## config.mk

```make
export PLATFORM = sky130hd
export DESIGN_NAME = pintar_matriz_barrido
export DESIGN_NICKNAME = d
export VERILOG_FILES = /design/src/rtl/pintar_pkg.sv /design/src/rtl/pintar_divisor_barrido.sv /design/src/rtl/pintar_matriz_barrido.sv
export SDC_FILE = /design/constraint.sdc
export NUM_CORES = 1
export LEC_CHECK = 0
export ABC_AREA = 1
export BUFFER_PORTS_ARGS = -buffer_cell sky130_fd_sc_hd__buf_2
export CAP_MARGIN = 20
export CORE_MARGIN = 1
export CORE_UTILIZATION = 53
export CTS_CLUSTER_SIZE = 14
export DETAILED_ROUTE_END_ITERATION = 16
export GPL_TIMING_DRIVEN = 0
export PLACE_DENSITY = 0.81
export SYNTH_ARGS = -nofsm -noshare
export SYNTH_HDL_FRONTEND = slang
export SYNTH_HIERARCHICAL = 1
export SYNTH_SLANG_ARGS = --single-unit
export TNS_END_PERCENT = 50
```

## constraint.sdc

```tcl
create_clock -name PINTAR_CLOCK_50 -period 1.95 [get_ports PINTAR_CLOCK_50]
set_input_delay 0.39 -clock PINTAR_CLOCK_50 [delete_from_list [all_inputs] [get_ports PINTAR_CLOCK_50]]
set_output_delay 0.39 -clock PINTAR_CLOCK_50 [all_outputs]
set_load 0.01 [all_outputs]
```

## src/rtl/pintar_pkg.sv

```systemverilog
// Shared encodings for the matrix painter: menu FSM states seen on the
// state input and the painter's own scan FSM states.
package pintar_pkg;

  // Menu FSM state encodings driven by the game/menu controller.
  typedef enum logic [2:0] {
    Inicio      = 3'b000,
    Seleccion1  = 3'b001,
    Seleccion2  = 3'b010,
    Seleccion3  = 3'b011,
    Seleccion4  = 3'b100,
    GanarJuego  = 3'b101,
    PerderJuego = 3'b110,
    Juego       = 3'b111
  } estado_menu_e;

  // Painter scan FSM.
  typedef enum logic [1:0] {
    StArranque = 2'b00,
    StCarga    = 2'b01,
    StBarrido  = 2'b10
  } pintar_fsm_e;

endpackage

```

## src/rtl/pintar_divisor_barrido.sv

```systemverilog
// Row prescaler: counts 0..DIV_BARRIDO-1 while enabled and flags the
// terminal count so the scanner knows when to move to the next row.
module pintar_divisor_barrido #(
  parameter int unsigned DIV_BARRIDO = 50000
) (
  input  logic clk_i,
  input  logic rst_ni,
  input  logic clr_i,
  input  logic en_i,
  output logic tick_o
);

  localparam int unsigned CuentaW = (DIV_BARRIDO > 1) ? $clog2(DIV_BARRIDO) : 1;
  localparam logic [CuentaW-1:0] Terminal = CuentaW'(DIV_BARRIDO - 1);

  logic [CuentaW-1:0] cuenta_q, cuenta_d;

  // Terminal-count flag only while the scanner is actually counting.
  always_comb begin
    tick_o = en_i && (cuenta_q == Terminal);
  end

  // Next count: synchronous clear wins, wrap to zero on terminal count.
  always_comb begin
    cuenta_d = cuenta_q;
    if (clr_i) begin
      cuenta_d = '0;
    end else if (en_i) begin
      cuenta_d = tick_o ? '0 : cuenta_q + CuentaW'(1);
    end
  end

  // Count register.
  always_ff @(posedge clk_i or negedge rst_ni) begin
    if (!rst_ni) begin
      cuenta_q <= '0;
    end else begin
      cuenta_q <= cuenta_d;
    end
  end

endmodule

```

## src/rtl/pintar_matriz_barrido.sv

```systemverilog
// Row-scanned matrix painter. Composes playfield and menu pattern, takes a
// snapshot once per frame into a shadow buffer and multiplexes it row by
// row. Optional win/lose blinking is enabled by defining PINTAR_PARPADEO_EN.
module pintar_matriz_barrido
  import pintar_pkg::*;
#(
  parameter int unsigned FILAS            = 8,
  parameter int unsigned COLUMNAS         = 8,
  parameter int unsigned DATAWIDTH_ESTADO = 3,
  parameter int unsigned DIV_BARRIDO      = 50000,
  parameter int unsigned FRAMES_PARPADEO  = 32
) (
  input  logic                          PINTAR_CLOCK_50,
  input  logic                          PINTAR_RESET_InLow,
  input  logic [FILAS*COLUMNAS-1:0]     PINTAR_JUEGO_IN,
  input  logic [FILAS*COLUMNAS-1:0]     PINTAR_PATRON_IN,
  input  logic [DATAWIDTH_ESTADO-1:0]   PINTAR_ESTADO_IN,
  output logic [FILAS-1:0]              PINTAR_FILA_OUT,
  output logic [COLUMNAS-1:0]           PINTAR_COLUMNA_OUT,
  output logic                          PINTAR_INICIO_FRAME_OUT
);

  localparam int unsigned FilaW   = $clog2(FILAS);
  localparam int unsigned Pixeles = FILAS * COLUMNAS;
  localparam logic [FilaW-1:0] UltimaFila = FilaW'(FILAS - 1);

  if (FILAS < 2 || COLUMNAS < 1 || DIV_BARRIDO < 1 || FRAMES_PARPADEO < 1) begin : g_param_check
    $error("pintar_matriz_barrido: parameter out of range");
  end

  pintar_fsm_e         fsm_q, fsm_d;
  logic [FilaW-1:0]    fila_idx_q, fila_idx_d;
  logic [Pixeles-1:0]  sombra_q, sombra_d;
  logic [FILAS-1:0]    fila_q, fila_d;
  logic [COLUMNAS-1:0] columna_q, columna_d;
  logic                inicio_q, inicio_d;
  logic [Pixeles-1:0]  imagen;
  logic                tick;
  logic                apagar;

  // Playfield only shows while actually playing; every other state is pattern only.
  always_comb begin
    imagen = PINTAR_PATRON_IN;
    if (PINTAR_ESTADO_IN == DATAWIDTH_ESTADO'(Juego)) begin
      imagen = PINTAR_JUEGO_IN | PINTAR_PATRON_IN;
    end
  end

  pintar_divisor_barrido #(
    .DIV_BARRIDO (DIV_BARRIDO)
  ) u_divisor (
    .clk_i  (PINTAR_CLOCK_50),
    .rst_ni (PINTAR_RESET_InLow),
    .clr_i  (fsm_q == StCarga),
    .en_i   (fsm_q == StBarrido),
    .tick_o (tick)
  );

`ifdef PINTAR_PARPADEO_EN
  localparam int unsigned CuentaW = $clog2(2 * FRAMES_PARPADEO);

  logic [DATAWIDTH_ESTADO-1:0] estado_lat_q, estado_lat_d;
  logic [CuentaW-1:0]          frames_q, frames_d;

  // Frame counter restarts whenever the latched menu state changes, so each
  // win/lose screen always begins with its visible half.
  always_comb begin
    estado_lat_d = estado_lat_q;
    frames_d     = frames_q;
    if (fsm_q == StCarga) begin
      estado_lat_d = PINTAR_ESTADO_IN;
      if (PINTAR_ESTADO_IN != estado_lat_q) begin
        frames_d = '0;
      end else if (frames_q == CuentaW'(2 * FRAMES_PARPADEO - 1)) begin
        frames_d = '0;
      end else begin
        frames_d = frames_q + CuentaW'(1);
      end
    end
  end

  // Blank columns during the second half-period of a win/lose screen.
  always_comb begin
    apagar = ((estado_lat_q == DATAWIDTH_ESTADO'(GanarJuego)) ||
              (estado_lat_q == DATAWIDTH_ESTADO'(PerderJuego))) &&
             (frames_q >= CuentaW'(FRAMES_PARPADEO));
  end

  // Blink state registers.
  always_ff @(posedge PINTAR_CLOCK_50 or negedge PINTAR_RESET_InLow) begin
    if (!PINTAR_RESET_InLow) begin
      estado_lat_q <= '0;
      frames_q     <= '0;
    end else begin
      estado_lat_q <= estado_lat_d;
      frames_q     <= frames_d;
    end
  end
`else
  assign apagar = 1'b0;
`endif

  // Scan FSM next state and registered-output next values.
  always_comb begin
    fsm_d      = fsm_q;
    fila_idx_d = fila_idx_q;
    sombra_d   = sombra_q;
    fila_d     = '0;
    columna_d  = '0;
    inicio_d   = 1'b0;
    unique case (fsm_q)
      StArranque: begin
        fsm_d = StCarga;
      end
      StCarga: begin
        sombra_d   = imagen;
        fila_idx_d = '0;
        inicio_d   = 1'b1;
        fsm_d      = StBarrido;
      end
      StBarrido: begin
        fila_d[fila_idx_q] = 1'b1;
        if (!apagar) begin
          columna_d = sombra_q[fila_idx_q*COLUMNAS +: COLUMNAS];
        end
        if (tick) begin
          if (fila_idx_q == UltimaFila) begin
            fsm_d = StCarga;
          end else begin
            fila_idx_d = fila_idx_q + FilaW'(1);
          end
        end
      end
      default: begin
        fsm_d = StArranque;
      end
    endcase
  end

  // State, shadow buffer and output registers.
  always_ff @(posedge PINTAR_CLOCK_50 or negedge PINTAR_RESET_InLow) begin
    if (!PINTAR_RESET_InLow) begin
      fsm_q      <= StArranque;
      fila_idx_q <= '0;
      sombra_q   <= '0;
      fila_q     <= '0;
      columna_q  <= '0;
      inicio_q   <= 1'b0;
    end else begin
      fsm_q      <= fsm_d;
      fila_idx_q <= fila_idx_d;
      sombra_q   <= sombra_d;
      fila_q     <= fila_d;
      columna_q  <= columna_d;
      inicio_q   <= inicio_d;
    end
  end

  assign PINTAR_FILA_OUT         = fila_q;
  assign PINTAR_COLUMNA_OUT      = columna_q;
  assign PINTAR_INICIO_FRAME_OUT = inicio_q;

endmodule

```

# After elaboration in Yosys (flattened, before gate mapping)
# Cells that the tools add are included.
# word_totals
reg_bits	102
inputBits	133
out_inout_bits	17
elab_cells	42
# op_classes
add_sub_neg	2
magnitude_cmp	2
eq_ne	8
shifts	1
muxes	15
bitwise	1
reduce_logical	6
# ops
operator	count
two-way mux 64 bit	1
OR 64 bit	1
indexed part select 64 x 7 -> 8 bit	1
two-way mux 16 bit	3
adder 16 x 1 -> 16 bit, second input constant	1
== test 16 bit, second input constant	1
two-way mux 8 bit	2
== test 3 bit, second input constant	2
two-way mux 3 bit	2
inequality test 2 bit, second input constant	3
one-hot mux 2 bit (3 select lines)	1
one-hot mux 3 bit (2 select lines)	1
< comparator 3 x 4 -> 1 bit, second input constant	1
two-way mux 2 bit	2
adder 3 x 1 -> 3 bit, second input constant	1
demux 1 bit (select 3 bit)	1
greater-or-equal comparator 3 x 1 -> 1 bit, second input constant	1
AND reduction 3 bit	1
== test 2 x 1 -> 1 bit, second input constant	1
== test 2 bit, second input constant	1
logical AND 1 bit	2
logical NOT 2 bit	1
two-way mux 1 bit	2
AND reduction 2 bit	1
nonzero test 2 bit	1

# Depth between registers and ports, before layout
# Gate-level depths: netlist (run 1).
# depth
ltp_word	5
mapped_depth	11
depth_no_buf	10

# Modules after synthesis
# Netlist (run 1), hierarchy kept.
# modules_own_cells
module	instances	cells_each	area_each_um2	seq_area_each_um2
pintar_matriz_barrido	1	606	4337.9	2152.1
pintar_divisor_barrido	1	150	1088.5	400.4

# Worst setup path before layout (run 1)
# OpenSTA, ideal clock, no wires.
# synth_timing
path_kind	flip-flop to flip-flop
start	register fsm_q[0]
end	register u_divisor.cuenta_q[5]
setup_time_ns	0.120
t_arrival_ns	1.442
required_ns	1.830
path_slack_ns	0.388
stages_incl_launch_ff	10
path_buffers	2
period_less_slack_ns	1.562
path_cell_list	dfrtp_1 nand2_2 inv_2 buf_2 nor2_2 inv_2 buf_6 nand3_4 xor2_1 nor2_2
# synth_between
elab_chain_len	5
word_cells_on_any_way	7
classes_between	eq/ne (2); mux (3); reduce/logical (2)
# synth_lines
element	line_no	source
start: declaration	pintar_matriz_barrido.sv:31	pintar_fsm_e fsm_q, fsm_d;
start signal: assignment	pintar_matriz_barrido.sv:143	fsm_q <= StArranque;
start signal: assignment	pintar_matriz_barrido.sv:150	fsm_q <= fsm_d;
== test 2 bit	pintar_matriz_barrido.sv:55	.en_i (fsm_q == StBarrido),
logical AND 1 bit	pintar_divisor_barrido.sv:20	tick_o = en_i && (cuenta_q == Terminal);
two-way mux 16 bit	pintar_divisor_barrido.sv:29	cuenta_d = tick_o ? '0 : cuenta_q + CuentaW'(1);
two-way mux 16 bit	pintar_divisor_barrido.sv:28	end else if (en_i) begin
two-way mux 16 bit	pintar_divisor_barrido.sv:26	if (clr_i) begin
end signal: assignment	pintar_divisor_barrido.sv:38	cuenta_q <= cuenta_d;
end: declaration	pintar_divisor_barrido.sv:16	logic [CuentaW-1:0] cuenta_q, cuenta_d;
# Several ways; a longest one is shown, not always the timed one. The select of a mux whose other input is x is not followed.
# A chain may end at the register's enable or synchronous reset.

# Worst setup path after layout (run 1)
# layout_timing
start	register fsm_q[1]
end	register u_divisor.cuenta_q[5]
# The elaborated chain is that of the path after synthesis.

==> reports/metrics.cfg, run 1 <==
[route]
drt_iter0_drc=297
dr.pass1.iters=5
met3WireLength_um=917
ant_nets=0
wl_met2_mm=6.587
highest_layer=met4
wl_met1_mm=6.115
vias=5178
vias_per_cell=4.908
drc_errors=0
wire_per_inst_um=13.13
wl_mm=13.85

[clocking]
clk_latency_ns=0.36
h-tree-depth=3
tritoncts=yes
cts_root_buf=clkbuf_8
cts_buffers=9
cts-hold-fix-buffers=0
clkTransAtPathRegs_ns=0.09
cts_sinks=102
cts_max_path_buffers=2

[grt]
grt_use_total=0.2798
grt_pass1_vias=4837
antenna_found_initial=0
grt.overflow.total=0
grt_pass1_wl_mm=22.56
grt_max_degree=54

[synth]
synthFlopType=dfrtp_1
avgSynthCellArea_um2=7.178
synth.yosys.seq_area_share=0.4704
async_reset_ff_frac=1.000
synth-warning-count=6
netlist_area_um2=5426
synth_seq_cells=102
synth.distinct_cells=26
synthesis.instances=756
synth_nets=892
synth_edf_count=0

[final_layout]
layoutNonFillerInstCount=1055
drive_gt1_frac=0.2389
nets=1053
nFillCells=878
area_growth_pct=21.81

[floorplan]
die-area_um2=10650
row_count=36
top_level_ports=150
start_util=0.5501
fp.dieH_um=103.2
core_um2=9864
die_w_um=103.2

[critical_path]
path_buf_inv=5
worstSetupStartpointType=flip-flop
reg2regPathDepth=10
reg2reg_to=u_divisor/cuenta_q[5]$_DFFE_PN0P_
ff2ff_setup_slack_ns=0.17
critical_path_arrival_ns=2.04
crit_family=buffers and inverters
path_common_cell=inv_2
end_kind=flip-flop
crit_chain=inv_1 -> nand2_2 -> inv_2 -> buf_2 -> nor2_4 -> inv_2 -> buf_6 -> nand3_4 -> xor2_1 -> nor2_2
critPathRequiredTime_ns=2.21
cp_slowest_cell=dfrtp_1
max_stage_delay_ns=0.37
crit_fanout=12
reg2reg_from=fsm_q[1]$_DFFE_PN0P_
path_class=reg2reg

[power_and_ir_drop]
power_density_nw_per_um2=635.6
ir_drop_uv=397.0
leakagePower_nw=3.577

[sta]
fmax_mhz=561.8
worst_pin_slew_ns=0.6412
fin_skew_ns=0.009414
fin_crit_ns=1.780
whs_ns=0.04274
max_slew_margin=0.5726
hold_viol_final=0
rsz0062_at_grt=no
period_share=0.9127
setup_viol_count_final=0
slew_violations=0

[placed_design]
place_congestion=0.8842
port_buffers=149
dp_hpwl_mm=10.74
dp.cells=1039

[min_path]
min_path_type=in2async

[run_status]
status=finished, final reports clean

[run]
maxCapViolations=0

## synth_stat cells, types with 2 or more instances
master	number	share of area
inv_1	86	0.059
a21oi_1	66	0.061
xor2_1	4	0.0065
nand3_1	53	0.049
nor2_1	185	0.13
buf_2	19	0.018
inv_2	6	0.0042
clkbuf_1	3	0.0021
nand3_4	2	0.0065
dfrtp_1	102	0.47
nand4_1	3	0.0035
ha_1	3	0.0069
o21ai_0	2	0.0018
nor2_2	9	0.010
buf_6	7	0.015
nand2_1	190	0.13
o21bai_2	4	0.0083
nor2_4	4	0.0083
## cells in the final DEF, fill, tap and decap left out, drive strengths merged
master / synthesis / final
nand3: 56 / 56
a21oi: 66 / 66
ha: 3 / 3
o21ai: 4 / 4
o21bai: 5 / 5
or2: 1 / 1
buf: 27 / 177
nand4: 3 / 3
clkinvlp: 0 / 1
nand2: 191 / 191
nor2: 198 / 198
xor2: 4 / 4
inv: 92 / 93
diode: 0 / 1
dfrtp: 102 / 102
and3: 1 / 1
clkbuf: 3 / 13
bufinv: 0 / 3
## area by class of cell
class                   instances  area (um^2)  share of cell area
repair buffers                150        775.7              0.1174
clock inverters                 5        106.4             0.01609
diodes                          1        2.502           0.0003786
inverters                      92        345.3             0.05224
flip-flops and latches        102         2552              0.3861
well taps                     133        166.4             0.02518
multi-input cells             532         2341              0.3542
plain buffers                  30        192.7             0.02915
clock buffers                  10        127.6             0.01931
## worst register-to-register path, stage by stage (launching register included)
cell and delay [ns]:
dfrtp_1 0.37, inv_1 0.12, nand2_2 0.11, inv_2 0.11
buf_2 0.28, nor2_4 0.10, inv_2 0.08, buf_6 0.15
nand3_4 0.12, xor2_1 0.19, nor2_2 0.06
## kinds of logic (layout without fill, tap and decap cells)
logic type | count (synthesis) | in the layout | synth area share
XOR/XNOR | 4 | 4 | 0.006455
AND/OR/NAND/NOR | 450 | 450 | 0.3422
buffers and inverters | 122 | 287 | 0.09915
adder cells (fa/ha/maj) | 3 | 3 | 0.006918
flip-flops | 102 | 102 | 0.4704
AO/OA/AOI/OAI | 75 | 75 | 0.07494
other | 0 | 1 | 0
## sequential cells by signal, summed over array words and instances, names as in the netlist
signal,cells
PINTAR_FILA_OUT,8
sombra_q,64
PINTAR_COLUMNA_OUT,8
u_divisor/cuenta_q,16
fila_idx_q,3
fsm_q,2
PINTAR_INICIO_FRAME_OUT,1
## worst max path at each step
stage                               from                                 to  slack [ns]  cells after the start
floorplan           fsm_q[0]$_DFFE_PN0P_  u_divisor/cuenta_q[5]$_DFFE_PN0P_        0.39                      9
global placement      PINTAR_RESET_InLow           sombra_q[48]$_DFFE_PN0N_       -0.57                      1
detailed placement  fsm_q[0]$_DFFE_PN0P_  u_divisor/cuenta_q[5]$_DFFE_PN0P_        0.13                      9
CTS                 fsm_q[0]$_DFFE_PN0P_  u_divisor/cuenta_q[5]$_DFFE_PN0P_        0.10                      9
global route        fsm_q[1]$_DFFE_PN0P_  u_divisor/cuenta_q[9]$_DFFE_PN0P_       0.002                     11
finish              fsm_q[1]$_DFFE_PN0P_  u_divisor/cuenta_q[5]$_DFFE_PN0P_        0.17                     10
## per-stage QoR
stage               worst slack (ns)    util  power, mW  cell area [um^2]  setup TNS (ns)
CTS                           0.1011  0.6693      4.225              6603               0
floorplan                     0.3883       -      2.441              5426               0
detailed placement            0.1261  0.6456      2.682              6369               0
global placement             -0.5714  0.6426      2.668              6339          -57.78
finish                        0.1702  0.6701      4.201              6610               0
global route                0.001831  0.6698      4.366              6608               0
## metal layers
layer	track usage	vias to the layer above
li1	-	2623
met1	0.3833	2350
met2	0.4590	188
met3	0.04637	17
met4	0.08559	0
met5	0	-
## report_power, final
| part | total, mW | internal, mW | switching, mW |
|---|---|---|---|
| sequential | 2.25 | 2.20 | 0.0486 |
| clock | 1.56 | 0.851 | 0.712 |
| combinational | 0.386 | 0.184 | 0.202 |
## what timing repair did
action,CTS,global route
resized for setup,0,1
endpoints found under the setup margin,0,3
hold endpoints to repair,0,0
buffers inserted,0,0
Power figures use the tool's default switching activity.
==> run 2, diff against run 1 <==
Settings changed: CORE_UTILIZATION 53 to 35, PLACE_DENSITY 0.81 to default.
==> run 2 against run 1 <==
Effect of this change:
- clock power grew 19%
- setup slack gained 0.11 ns
- power increased by 7.1%
- critical path type unchanged
==> reports/metrics.cfg, run 2 (synthesized netlist as in run 1, its figures left out) <==
[run_status]
status=finished, final reports clean

[critical_path]
crit_fanout=5
reg2reg_from=u_divisor/cuenta_q[0]$_DFFE_PN0P_
cp.depth=9
crit_family=simple AND/OR/NAND/NOR gates
max_stage_delay_ns=0.45
path_buf_inv=2
cp_slowest_cell=dfrtp_1
critical_path_arrival_ns=1.97
crit_chain=ha_1 -> inv_2 -> nor2_4 -> nand3_1 -> inv_1 -> nand3_1 -> nand2_1 -> nand3_1 -> nand2_1
critPathRequiredTime_ns=2.24
path_common_cell=nand3_1
worstSetupStartpointType=flip-flop
reg2regPathDepth=9
path_class=reg2reg
reg2reg_to=fila_idx_q[2]$_DFFE_PN0P_
ff2ff_setup_slack_ns=0.28
crit_start=u_divisor/cuenta_q[0]$_DFFE_PN0P_
crit_path_end=fila_idx_q[2]$_DFFE_PN0P_
end_kind=flip-flop

[floorplan]
top_level_ports=150
die-area_um2=16010
core_um2=15150
die_w_um=126.5
fp.dieH_um=126.5
row_count=45
start_util=0.3583

[placed_design]
place_ws_ns=0.1042
postPlaceCellArea_um2=6437
place_congestion=0.8685
port_buffers=149
dp.cells=1094
dp_hpwl_mm=11.95

[power_and_ir_drop]
ir_drop_uv=482.4
leakagePower_nw=3.606
power_density_nw_per_um2=668.2
finalPower_mw=4.501

[final_layout]
biggestRegsByFlops=sombra_q: 64 flops, u_divisor/cuenta_q: 16 flops
layout_common_cells=nand2_1, nor2_1, buf_2
nets=1052
fin_area_um2=6736
final_common_cell=nand2_1
drive_gt1_frac=0.2378
area_growth_pct=24.14
layoutNonFillerInstCount=1109
fin_util=0.4448
largest_register_ffs=64
antennaDiodeCount=0
top_register=sombra_q

[grt]
grt_pass1_vias=5059
grt_max_degree=58
antenna_found_initial=0
grt_use_total=0.2063
grt.overflow.total=0
grt_pass1_wl_mm=25.27

[sta]
setup_tns_ns=0
fmax_mhz=598.1
max_slew_margin=0.5821
rsz0062_at_grt=no
fin_crit_ns=1.672
period_share=0.8574
whs_ns=0.03920
fin_skew_ns=0.009389
slew_violations=0
fin_ws_ns=0.2780
hold_viol_final=0
worst_pin_slew_ns=0.6268
setup_viol_count_final=0

[run]
maxCapViolations=0

[route]
wire_per_inst_um=13.88
highest_layer=met4
drt_iter0_drc=337
drc_errors=0
dr.pass1.iters=5
wl_met2_mm=7.143
ant_nets=0
wl_mm=15.39
vias=5183
met3WireLength_um=844
vias_per_cell=4.674
wl_met1_mm=7.181

[clocking]
cts_sinks=102
cts_root_buf=clkbuf_16
clkTransAtPathRegs_ns=0.07
cts_max_path_buffers=2
cts_buffers=9
tritoncts=yes
clk_latency_ns=0.36
h-tree-depth=3
cts-hold-fix-buffers=0

[min_path]
min_path_type=in2async

==> run 2: worst reg2reg max path: cells and delay by family (launching register included) <==
family	cells	cell delay [ns]
and+or+nand+nor	6	0.70
DFF	1	0.45
adders and majority gates	1	0.30
buffers and inverters	2	0.15
==> run 2: worst min path at each step <==
stage / from / to / slack (ns)
after floorplan: PINTAR_RESET_InLow / PINTAR_COLUMNA_OUT[0]$_DFF_PN0_ / 0.09
after global placement: u_divisor/cuenta_q[1]$_DFFE_PN0P_ / u_divisor/cuenta_q[1]$_DFFE_PN0P_ / 0.51
after detailed placement: PINTAR_RESET_InLow / u_divisor/cuenta_q[9]$_DFFE_PN0P_ / 0.45
after CTS: PINTAR_RESET_InLow / u_divisor/cuenta_q[9]$_DFFE_PN0P_ / 0.07
after global routing: PINTAR_RESET_InLow / u_divisor/cuenta_q[9]$_DFFE_PN0P_ / 0.1
final: PINTAR_RESET_InLow / u_divisor/cuenta_q[9]$_DFFE_PN0P_ / 0.04
==> run 2: layer usage <==
layer / track usage / vias up
met5: 0 / -
met4: 0.05032 / 0
met3: 0.04808 / 21
met2: 0.3347 / 158
met1: 0.2782 / 2377
li1: - / 2627
==> run 2: area by class of cell <==
| class | count | area [um^2] |
|---|---|---|
| buffer | 29 | 187.7 |
| clock buffer | 12 | 246.5 |
| clock inverter | 4 | 52.55 |
| fill | 1597 | 8409 |
| inverter | 92 | 345.3 |
| multi-input combinational | 532 | 2341 |
| sequential | 102 | 2552 |
| tap | 188 | 235.2 |
| timing repair buffer | 150 | 775.7 |
==> run 2: what timing repair did <==
item	in CTS	in global routing
setup endpoints to repair	0	6
gates resized for setup	0	1
buffers inserted	0	0
==> run 2: power by group <==
| part | total (mW) | internal (mW) | leakage [nW] | switching (mW) |
|---|---|---|---|---|
| combinational | 0.394 | 0.184 | 2.25 | 0.210 |
| sequential | 2.25 | 2.20 | 1.21 | 0.0497 |
| clock | 1.85 | 1.04 | 0.148 | 0.814 |
